--- config.mk ---
export PLATFORM = sky130hd
export DESIGN_NAME = fetch_exec_sequencer_flat
export DESIGN_NICKNAME = d
export VERILOG_FILES = /design/src/rtl/fetch_exec_sequencer_if.sv /design/src/rtl/fetch_exec_sequencer.sv /design/src/flat_wrapper.sv
export SDC_FILE = /design/constraint.sdc
export NUM_CORES = 1
export LEC_CHECK = 0
export ABC_AREA = 1
export ABC_CLOCK_PERIOD_IN_PS = 1600
export CORE_MARGIN = 1
export CORE_UTILIZATION = 37
export DETAILED_ROUTE_END_ITERATION = 12
export HOLD_SLACK_MARGIN = 0.08
export PLACE_DENSITY = 0.77
export SYNTH_ARGS = -nofsm -noshare
export SYNTH_HDL_FRONTEND = slang
export SYNTH_SLANG_ARGS = --single-unit
--- constraint.sdc ---
create_clock -name clk -period 1.6 [get_ports clk]
set_input_delay 0.16 -clock clk [delete_from_list [all_inputs] [get_ports clk]]
set_output_delay 0.16 -clock clk [all_outputs]
set_load 0.01 [all_outputs]
--- src/rtl/fetch_exec_sequencer_if.sv ---
// Fetch/execute sequencer bus: fetch-register and ROM inputs, ALU flags,
// PC and fetch-register controls, and the execute valid/ready handshake.
// master = sequencer side, slave = datapath side.
interface fetch_exec_sequencer_if;
  logic [3:0]  instr;
  logic [3:0]  operand;
  logic [7:0]  program_byte;
  logic        carry;
  logic        zero;
  logic        exec_ready;
  logic        resume;
  logic        pc_inc;
  logic        pc_load;
  logic [11:0] pc_value;
  logic        fetch_en;
  logic        exec_valid;
  logic [7:0]  exec_imm;
  logic [1:0]  state;
  logic [15:0] instr_count;

  modport master (
    input  instr, operand, program_byte, carry, zero, exec_ready, resume,
    output pc_inc, pc_load, pc_value, fetch_en, exec_valid, exec_imm,
           state, instr_count
  );

  modport slave (
    output instr, operand, program_byte, carry, zero, exec_ready, resume,
    input  pc_inc, pc_load, pc_value, fetch_en, exec_valid, exec_imm,
           state, instr_count
  );
endinterface

--- src/rtl/fetch_exec_sequencer.sv ---
// Fetch/execute control FSM for a 12-bit-PC program fetch datapath.
// FETCH latches the byte at PC and increments PC; EXEC presents the decoded
// instruction (plus the second byte for two-byte opcodes 0x0-0x7) to the
// execute datapath and, on acceptance, resolves jumps or skips the second byte.
// Optional feature macro: FETCH_SEQ_HALT_EN (HALT_OP parks the FSM in HALT
// until resume). With the macro undefined HALT_OP is an ordinary one-byte op.
module fetch_exec_sequencer #(
  parameter logic [3:0] JMP_OP  = 4'h0,
  parameter logic [3:0] JC_OP   = 4'h1,
  parameter logic [3:0] JNC_OP  = 4'h2,
  parameter logic [3:0] JZ_OP   = 4'h3,
  parameter logic [3:0] JNZ_OP  = 4'h4,
  parameter logic [3:0] HALT_OP = 4'hF
) (
  input  logic                   clk,
  input  logic                   reset,
  fetch_exec_sequencer_if.master bus
);

  typedef enum logic [1:0] {
    ST_FETCH = 2'd0,
    ST_EXEC  = 2'd1,
    ST_HALT  = 2'd2
  } state_t;

  state_t      state_r;
  state_t      state_nxt_s;
  logic [15:0] count_r;
  logic [15:0] count_nxt_s;
  logic        pc_inc_s;
  logic        pc_load_s;
  logic [11:0] pc_value_s;
  logic        fetch_en_s;
  logic        exec_valid_s;
  logic [7:0]  exec_imm_s;
  logic        two_byte_s;
  logic        taken_s;

  // Jump resolution; non-jump opcodes never take.
  function automatic logic jump_taken(input logic [3:0] op,
                                      input logic c, input logic z);
    logic t;
    case (op)
      JMP_OP:  t = 1'b1;
      JC_OP:   t = c;
      JNC_OP:  t = ~c;
      JZ_OP:   t = z;
      JNZ_OP:  t = ~z;
      default: t = 1'b0;
    endcase
    return t;
  endfunction

  assign two_byte_s = ~bus.instr[3];
  assign taken_s    = two_byte_s & jump_taken(bus.instr, bus.carry, bus.zero);

`ifndef FETCH_SEQ_HALT_EN
  logic unused_halt_s;
  assign unused_halt_s = ^{bus.resume, HALT_OP};
`endif

  // State register and retired-instruction counter, synchronous reset.
  always_ff @(posedge clk) begin
    if (reset) begin
      state_r <= ST_FETCH;
      count_r <= 16'd0;
    end else begin
      state_r <= state_nxt_s;
      count_r <= count_nxt_s;
    end
  end

  // Next-state and control outputs; everything quiet while reset is high.
  always_comb begin
    state_nxt_s  = state_r;
    count_nxt_s  = count_r;
    pc_inc_s     = 1'b0;
    pc_load_s    = 1'b0;
    pc_value_s   = 12'd0;
    fetch_en_s   = 1'b0;
    exec_valid_s = 1'b0;
    exec_imm_s   = 8'd0;
    if (reset) begin
      state_nxt_s = ST_FETCH;
      count_nxt_s = 16'd0;
    end else begin
      case (state_r)
        ST_FETCH: begin
          fetch_en_s  = 1'b1;
          pc_inc_s    = 1'b1;
          state_nxt_s = ST_EXEC;
        end
        ST_EXEC: begin
          exec_valid_s = 1'b1;
          if (two_byte_s) begin
            exec_imm_s = bus.program_byte;
          end else begin
            exec_imm_s = 8'd0;
          end
          if (bus.exec_ready) begin
            count_nxt_s = count_r + 16'd1;
            state_nxt_s = ST_FETCH;
            if (two_byte_s) begin
              if (taken_s) begin
                pc_load_s  = 1'b1;
                pc_value_s = {bus.operand, bus.program_byte};
              end else begin
                // Skip over the second byte.
                pc_inc_s = 1'b1;
              end
            end else begin
`ifdef FETCH_SEQ_HALT_EN
              if (bus.instr == HALT_OP) begin
                state_nxt_s = ST_HALT;
              end else begin
                state_nxt_s = ST_FETCH;
              end
`else
              state_nxt_s = ST_FETCH;
`endif
            end
          end else begin
            // Stall: hold the instruction, no PC or fetch activity.
            state_nxt_s = ST_EXEC;
          end
        end
        ST_HALT: begin
`ifdef FETCH_SEQ_HALT_EN
          if (bus.resume) begin
            state_nxt_s = ST_FETCH;
          end else begin
            state_nxt_s = ST_HALT;
          end
`else
          state_nxt_s = ST_FETCH;
`endif
        end
        default: begin
          state_nxt_s = ST_FETCH;
        end
      endcase
    end
  end

  assign bus.pc_inc      = pc_inc_s;
  assign bus.pc_load     = pc_load_s;
  assign bus.pc_value    = pc_value_s;
  assign bus.fetch_en    = fetch_en_s;
  assign bus.exec_valid  = exec_valid_s;
  assign bus.exec_imm    = exec_imm_s;
  assign bus.state       = state_r;
  assign bus.instr_count = count_r;

endmodule

--- src/flat_wrapper.sv ---
// flat-port wrapper written by rule: the top's interface ports become plain ports
module fetch_exec_sequencer_flat 
#(
  parameter logic [3:0] JMP_OP  = 4'h0,
  parameter logic [3:0] JC_OP   = 4'h1,
  parameter logic [3:0] JNC_OP  = 4'h2,
  parameter logic [3:0] JZ_OP   = 4'h3,
  parameter logic [3:0] JNZ_OP  = 4'h4,
  parameter logic [3:0] HALT_OP = 4'hF
)
  (clk, reset, bus_instr, bus_operand, bus_program_byte, bus_carry, bus_zero, bus_exec_ready, bus_resume, bus_pc_inc, bus_pc_load, bus_pc_value, bus_fetch_en, bus_exec_valid, bus_exec_imm, bus_state, bus_instr_count);
  fetch_exec_sequencer_if bus_i ();
  input  logic clk;
  input  logic reset;
  input wire logic [$bits(bus_i.instr)-1:0] bus_instr;
  input wire logic [$bits(bus_i.operand)-1:0] bus_operand;
  input wire logic [$bits(bus_i.program_byte)-1:0] bus_program_byte;
  input wire logic [$bits(bus_i.carry)-1:0] bus_carry;
  input wire logic [$bits(bus_i.zero)-1:0] bus_zero;
  input wire logic [$bits(bus_i.exec_ready)-1:0] bus_exec_ready;
  input wire logic [$bits(bus_i.resume)-1:0] bus_resume;
  output wire logic [$bits(bus_i.pc_inc)-1:0] bus_pc_inc;
  output wire logic [$bits(bus_i.pc_load)-1:0] bus_pc_load;
  output wire logic [$bits(bus_i.pc_value)-1:0] bus_pc_value;
  output wire logic [$bits(bus_i.fetch_en)-1:0] bus_fetch_en;
  output wire logic [$bits(bus_i.exec_valid)-1:0] bus_exec_valid;
  output wire logic [$bits(bus_i.exec_imm)-1:0] bus_exec_imm;
  output wire logic [$bits(bus_i.state)-1:0] bus_state;
  output wire logic [$bits(bus_i.instr_count)-1:0] bus_instr_count;
  assign bus_i.instr = bus_instr;
  assign bus_i.operand = bus_operand;
  assign bus_i.program_byte = bus_program_byte;
  assign bus_i.carry = bus_carry;
  assign bus_i.zero = bus_zero;
  assign bus_i.exec_ready = bus_exec_ready;
  assign bus_i.resume = bus_resume;
  assign bus_pc_inc = bus_i.pc_inc;
  assign bus_pc_load = bus_i.pc_load;
  assign bus_pc_value = bus_i.pc_value;
  assign bus_fetch_en = bus_i.fetch_en;
  assign bus_exec_valid = bus_i.exec_valid;
  assign bus_exec_imm = bus_i.exec_imm;
  assign bus_state = bus_i.state;
  assign bus_instr_count = bus_i.instr_count;
  fetch_exec_sequencer #(.JMP_OP(JMP_OP), .JC_OP(JC_OP), .JNC_OP(JNC_OP), .JZ_OP(JZ_OP), .JNZ_OP(JNZ_OP), .HALT_OP(HALT_OP)) u_core (.clk(clk), .reset(reset), .bus(bus_i));
endmodule
==> reports/summary.md, run 1 <==
The run finished with clean final reports. Relative contribution of the clock network to total power: 27.9%. The tool flagged a number of max-cap violations equal to 0.

After global routing the overflow that remains totals 0. In this run, synthesis produced a sequential element count of 17. The clock passes through at most 2 buffers.

The detailed router finished its first iteration with 29 violations. The mapped cell area was 1071 um2. Counting cells, the worst reg-to-reg path comes to 7. Entering global routing, the biggest net connects 13 pins.

Setup repair after global routing left no endpoint under its margin. Most common library cell in the layout ignoring fill and taps: nor2_1. By area the synthesized netlist is led by dfxtp_1 (32%), nor2_1 (17%), nand2_1 (13%), inv_1 (11%), nand3_1 (5.6%).

The type of origin of the critical path was a flop. TritonCTS built the clock tree. The run gives 276 as the number of fill cells in the layout. The die covers 3114 um2. The run gives 19.8% as the combinational group share of total power. First-pass iteration count of the detailed router: 4. The tools report the master cell of the clock root buffer as clkbuf_4. The clock latency reported for the late side of the worst-skew pair is 0.29 ns, and the leakage dissipation is 0.8795 nW. Port buffering added 61 buffers. For the worst setup path, the data arrival time is 1.37 ns. The ratio of total power to cell area is 475.8 nW/um2. The worst hold path was traced through 2 stages. The capturing point of the worst reg2reg path was u_core.bus.instr_count[12]. The required time reported for the critical path endpoint is 1.44 ns. The tools report the max-slew violation count as 0. In this run the worst hold path is classified as reg2reg. The run gives 1193 as the number of global-route vias before repair. The average wire per standard cell works out to 11.01 um. The number of distinct standard cells referenced by the synthesized netlist came out at 21. Cell type of the slowest stage on the worst timing path: clkdlybuf4s50_1.

The logs give 0 for the number of antenna repair diodes and 0 for the remaining design rule violation count. After synthesis, flip-flops and latches occupy 31.78% of the total area. The final worst clock skew came out at 0.001317 ns.

The worst setup slack for register-to-register paths came out at 0.21 ns. The tools report the final total negative setup slack as 0 ns. Gate count after technology mapping: 182. In this run the count of I/O pins placed on the die edge is 64.

The total area inside the core boundary comes to 2758 um2. The number of nets produced by synthesis is 205. Detailed placement ended at an HPWL of 2.465 mm. The largest incremental delay on the critical path is 0.54 ns, and the depth of the CTS H-tree is 1. The fraction of final layout cells with drive strength greater than 1 works out to 16.33%. Counting flops with a built-in enable in the synthesized netlist gives 0. The clock drives 17 sinks. The tools report the endpoint of the worst hold-timing path as u_core.bus.instr_count[2].

The per-instance average area after synthesis was 5.885 um2; the number of nets with antenna violations after detailed routing was 0. The analysis attributes to net switching a power of 0.2194 mW. Net switching is 26.21% of the power.

The clock-pin slew on the worst setup and hold paths was 0.10 ns; the global routing usage summed across all routing layers was 20.92%. At the end of routability-driven placement, the weighted congestion stood at 0.8748. The tools report the CTS buffer count as 3. Among all flip-flop cells after synthesis, the most frequent one is dfxtp_1. The startpoint identified for the worst hold timing path is u_core.bus.instr_count[2].

In this run, flip-flops and latches consume 52.2% of the power. The post-route cell area came out at 1759 um2. Measured along the y axis, the die boundary spans 55.80 um.

Summing all placed instances gives a cell area of 1758 um2. The worst register-to-register path begins at u_core.bus.instr_count[0]. Leaving out fill and tap cells, the most frequent cells in the layout are nor2_1 (46), nand2_1 (36), clkdlybuf4s50_1 (32).

The count of yosys warnings during synthesis came out at 0. Setup violations remaining at the end of the flow were counted as 0. The share of the cycle needed by the critical path after routing is 95.51%. The run gives 0 as the hold violation count in the final report.

For the number of antenna violations at the first check in global routing, the log shows 0. Of the post-synthesis cell area, the dominant cell type holds 31.78%. Path type of the worst setup path: reg2out. The worst path needs 1.528 ns of the cycle, external delays included. After floorplanning, the core was divided into 19 placement rows. The net count of the finished layout is 275. Timing would allow up to 0.6544 GHz. Across the VDD grid, the largest voltage drop is 741.3 uV. The first global-routing pass estimated 5.340 mm of wire.

The category of the worst setup path capture point was a primary output. Detailed routing inserted a total of 1281 vias. Using the TritonRoute via totals, the vias-per-cell ratio works out to 4.543.

Walking the worst path, the cells encountered are buf_4, clkdlybuf4s50_1. Largest area contributor in the netlist: dfxtp_1. The die width was 55.80 um; the fraction of registers with async set or reset after synthesis was 0%. The initial cell density of the core is 38.84%.

The internal power is 0.6176 mW, and the area overhead of the layout relative to synthesis is 64.25%. The final layout contains routed wiring with a total length of 3.106 mm. The critical-path maximum fanout was 4.
## metrics by stage
stage,instances,util [%],hold slack (ns),setup WS (ns),total power [mW]
3_5_place_dp,278,63.75,0.4886,-0.4294,0.6136
2_1_floorplan,182,-,0.3982,0.2871,0.5058
4_1_cts,282,63.02,0.5048,0.006553,0.8410
3_3_place_gp,278,63.75,0.4833,-0.3652,0.6110
6_report,282,63.79,0.5064,0.07177,0.8370
5_1_grt,282,63.79,0.5591,0.02193,0.8765
## routing by layer
metal | up-vias | track usage (%) | share of wire (%)
met2 | 37 | 36.66 | 49
li1 | 687 | - | -
met5 | - | 0 | 0
met4 | 0 | 4.643 | 0.45
met3 | 4 | 4.419 | 5.0
met1 | 553 | 26.27 | 46
## cell usage after synthesis, types with 2 or more instances
master   count
inv_2        3
inv_1       31
o21ai_0      3
o21ai_1      2
nand2_2      2
nand4_1      5
nor3b_1      2
nand3_1     12
a21oi_1      5
nand2_1     38
nor2_1      48
buf_2        3
xor2_1       2
dfxtp_1     17
nor2_4       3
## area by class of cell
type,instances,area (um2),area share [%]
timing repair buffer,69,611.8,34.78
multi-input combinational,127,613.1,34.85
inverter,34,127.6,7.255
clock buffer,4,26.28,1.494
tap,31,38.79,2.205
sequential,17,341.6,19.42
## registers in the layout, indices dropped and copies added, names as in the netlist
register,cells
u_core.bus.instr_count,16
u_core.bus.state,1
## how the worst max path moves through the flow
stage / startpoint / endpoint / slack, ns
finish: u_core.bus.state[0] / bus_state[0] / 0.07
global placement: bus_instr[0] / bus_pc_value[1] / -0.37
detailed placement: bus_instr[0] / bus_pc_value[2] / -0.43
global route: u_core.bus.state[0] / bus_state[0] / 0.02
floorplan: u_core.bus.state[0] / bus_pc_value[10] / 0.29
CTS: bus_instr[0] / bus_pc_load / 0.007
## kinds of logic after synthesis
group,Yosys count,share of synthesized area (%)
adders and majority gates,1,1.168
xor gates and xnor gates,2,1.636
and+or+nand+nor,111,44.98
AOI/OAI and AO/OA,12,6.075
buffers and inverters,38,14.02
other,1,0.3501
DFF,17,31.78
## worst max-delay path: cells and delay by family, from the launching register on
| kind | cells | cell delay, ns |
|---|---|---|
| buffers and inverters | 2 | 0.68 |
| DFF | 1 | 0.39 |
## what timing repair did
item / CTS / global route
hold buffers: 0 / 0
setup endpoints to repair: 23 / 13
gates resized for setup: 69 / 12
pin swaps: 0 / 3
setup buffers: 0 / 0
hold endpoints to repair: 0 / 0
## power by group through the flow
stage                     combinational [mW]  sequential [mW]  clock (mW)
after detailed placement               0.168            0.445           0
after floorplan                       0.0577            0.448           0
after global placement                 0.166            0.445           0
after global routing                   0.183            0.438       0.255
after CTS                              0.165            0.437       0.240
final                                  0.166            0.437       0.234
Note: power is estimated with default switching activity, not from simulation.
==> inputs of run 2 (changes only) <==
--- a/config.mk
+++ b/config.mk
@@ -12,6 +12,7 @@
 export DETAILED_ROUTE_END_ITERATION = 12
 export HOLD_SLACK_MARGIN = 0.08
 export PLACE_DENSITY = 0.77
+export SKIP_LAST_GASP = 1
 export SYNTH_ARGS = -nofsm -noshare
 export SYNTH_HDL_FRONTEND = slang
 export SYNTH_SLANG_ARGS = --single-unit
==> run 2 against run 1 <==
Against the previous run: worst hold slack hardly changed; die area stayed put; final cell count is 0.35% higher.
==> reports/summary.md, run 2 (synthesis gave the netlist of run 1 again) <==
The hold violation count in the final report came out at 0 (unchanged). The global routing usage summed across all routing layers is 21.02% (was 20.92%), and the number of nets in the layout is 276 (was 275). The run gives 52.3% (was 52.2%) as the power share of the sequential group. The combinational group share of total power was 20.0% (was 19.8%); the average wire per standard cell was 11.15 um (was 11.01 um).

The number of flip-flops in the largest register is 16 (unchanged), and the number of fill cells in the layout is 282 (was 276). The standard cell area after detailed placement is 1758 um2 (unchanged). Series of cell instances along the critical path: buf_4, clkdlybuf4s50_1 (unchanged). The run gives 0.6487 GHz (was 0.6544 GHz) as the timing-limited maximum frequency. Max-slew violation count: 0 (unchanged). The routability-driven placement congestion ratio is 0.8748 (unchanged), and the arrival time at the worst endpoint is 1.38 ns (was 1.37 ns). The run gives 0.2182 mW (was 0.2194 mW) as the switching power. The die width was 55.80 um (unchanged); the final hold slack was 0.5061 ns (was 0.5064 ns). The logs give 0 (unchanged) for the total global routing overflow and 38.84% (unchanged) for the initial cell density of the core. For the first-pass iteration count of the detailed router, the log shows 4 (unchanged).

For the max-capacitance violation count, the log shows 0 (unchanged). The cell depth of the worst flop-to-flop path is 7 (unchanged), and the peak ir drop on the vdd network is 740.6 uV (was 741.3 uV). The category of the worst setup path capture point was a primary output (unchanged).

The multi-input logic area is 610.6 um2 (was 613.1 um2). TritonCTS built the clock tree. Final wirelength: 3.155 mm (was 3.106 mm).

The minimum clock period after layout was 1.541 ns (was 1.528 ns). The cell type of the slowest stage on the worst timing path is clkdlybuf4s50_1 (unchanged). The number of nets with antenna violations after detailed routing is 0 (unchanged), and the number of buffer cells added on primary ports is 61 (unchanged). The most common library cell in the layout ignoring fill and taps is nor2_1 (unchanged).

The clock-pin slew on the worst setup and hold paths was 0.10 ns (about the same); the placement row count was 19 (unchanged). The half-perimeter wire length of the detailed placement result was 2.465 mm (unchanged); the clock latency reported for the late side of the worst-skew pair was 0.29 ns (about the same). Worst path buffer plus inverter count: 2 (unchanged).

The number of hold buffers added after CTS is 0 (unchanged), and the number of antenna repair diodes is 0 (unchanged). The met1 global-route usage was 26.56% (was 26.27%); the maximum clock insertion buffer count was 2 (unchanged). Highest-count cells in the layout ignoring fill and taps: nor2_1 (47), nand2_1 (36), clkdlybuf4s50_1 (32) (was nor2_1 (46), nand2_1 (36), clkdlybuf4s50_1 (32)). The path type of the worst setup path was reg2out (unchanged). The relative contribution of the clock network to total power is 27.8% (was 27.9%), and the total number of cells along the worst setup path is 2 (unchanged). The run finished with clean final reports. The violation count after the first detailed-routing iteration is 20 (was 29), and the area of the core is 2758 um2 (unchanged). The largest incremental delay on the critical path is 0.54 ns (about the same). The share of the cycle needed by the critical path after routing was 96.34% (was 95.51%); the CTS buffer count was 3 (unchanged). The run gives 64 (unchanged) as the I/O pin total.

Layer with the highest usage: met2 (unchanged). The tools report the number of antenna violations at the first check in global routing as 0 (unchanged). Master cell of the clock root buffer: clkbuf_4 (unchanged). The run gives 1.44 ns (about the same) as the required time reported for the critical path endpoint. The final worst clock skew was 0.003928 ns (was 0.001317 ns); the remaining design rule violation count was 0 (unchanged).

The area overhead of the layout relative to synthesis was 64.95% (was 64.25%); the number of cells on the worst hold path was 2 (unchanged). The critical-path maximum fanout is 4 (unchanged). The number of buffers added for setup after CTS is 0 (unchanged).

The final-report setup violation count is 0 (unchanged), and the total die area is 3114 um2 (unchanged). The run gives 17 (unchanged) as the CTS sink count. Setup repair after global routing left no endpoint under its margin. The fraction of final layout cells with drive strength greater than 1 came out at 15.87% (was 16.33%).

The run gives 1 (unchanged) as the depth of the CTS H-tree. The run gives 1198 (was 1193) as the number of global-route vias before repair. The ratio of total power to cell area is 473.5 nW/um2 (was 475.8 nW/um2), and the detailed-route vias per instance is 4.562 (was 4.543). The internal power is 0.6183 mW (was 0.6176 mW), and the vias after detailed routing is 1291 (was 1281). The post-route cell area is 1767 um2 (was 1759 um2), and the switching share of total power is 26.08% (was 26.21%). The tools report the total area of sequential cells as 341.6 um2 (unchanged).

The pin count of the biggest net entering global routing is 13 (unchanged), and the utilization after layout is 64.07% (was 63.79%). Family of cells with the greatest summed delay on the critical path: buffers and inverters (unchanged). The global-route wire length before repair is 5.375 mm (was 5.340 mm), and the leakage dissipation is 0.8918 nW (was 0.8795 nW).

For the met3 global-route usage, the log shows 4.419% (unchanged). Type of origin of the critical path: a flop (unchanged). Type of the tightest min-delay check: reg2reg (unchanged).

The die outline height was 55.80 um (unchanged); the fraction of met2 tracks used by global routing was 37.01% (was 36.66%).
==> run 2: cell type report <==
type | count | area share [%]
timing repair buffer | 70 | 35.20
multi-input combinational | 127 | 34.56
sequential | 17 | 19.33
inverter | 34 | 7.224
tap | 31 | 2.195
clock buffer | 4 | 1.487
==> run 2: power groups by stage <==
stage | Clock [mW] | Sequential (mW) | Combinational, mW
6_report | 0.232 | 0.437 | 0.167
5_1_grt | 0.256 | 0.438 | 0.184
4_1_cts | 0.240 | 0.436 | 0.165
3_5_place_dp | 0 | 0.445 | 0.168
3_3_place_gp | 0 | 0.445 | 0.166
2_1_floorplan | 0 | 0.448 | 0.0577
==> run 2: metal layers <==
layer | share of wire, % | routed length (um)
met1 | 45 | 1430
met2 | 49 | 1544
met3 | 5.7 | 180
met4 | 0 | 0
met5 | 0 | 0
==> run 2: repair_timing <==
item	4_1_cts	5_1_grt
gates resized for setup	53	25
pin swaps	0	3
gates cloned	0	1
setup endpoints to repair	23	15
==> run 2: final timing paths <==
path                                                start                          to  slack (ns)
worst max register to register  u_core.bus.instr_count[0]  u_core.bus.instr_count[12]        0.21
worst min register to register  u_core.bus.instr_count[2]   u_core.bus.instr_count[2]        0.51
worst max-delay path                  u_core.bus.state[0]                bus_state[0]        0.06
worst min-delay path            u_core.bus.instr_count[2]   u_core.bus.instr_count[2]        0.51
==> run 2: per-stage QoR <==
step           worst slack, ns  std cells  TNS (ns)  power (mW)
2_1_floorplan           0.2871        182         0      0.5058
3_3_place_gp           -0.3652        278    -6.879      0.6110
3_5_place_dp           -0.4294        278    -7.304      0.6136
4_1_cts                -0.1285        282    -1.027      0.8409
5_1_grt               0.005018        283         0      0.8782
6_report               0.05853        283         0      0.8365
==> run 2: tightest hold or removal path, delay by kind of cell, from the launching register on <==
kind	cells	cell delay, ns
buffers and inverters	1	0.06
flip-flops	1	0.36
AO/OA/AOI/OAI	1	0.05
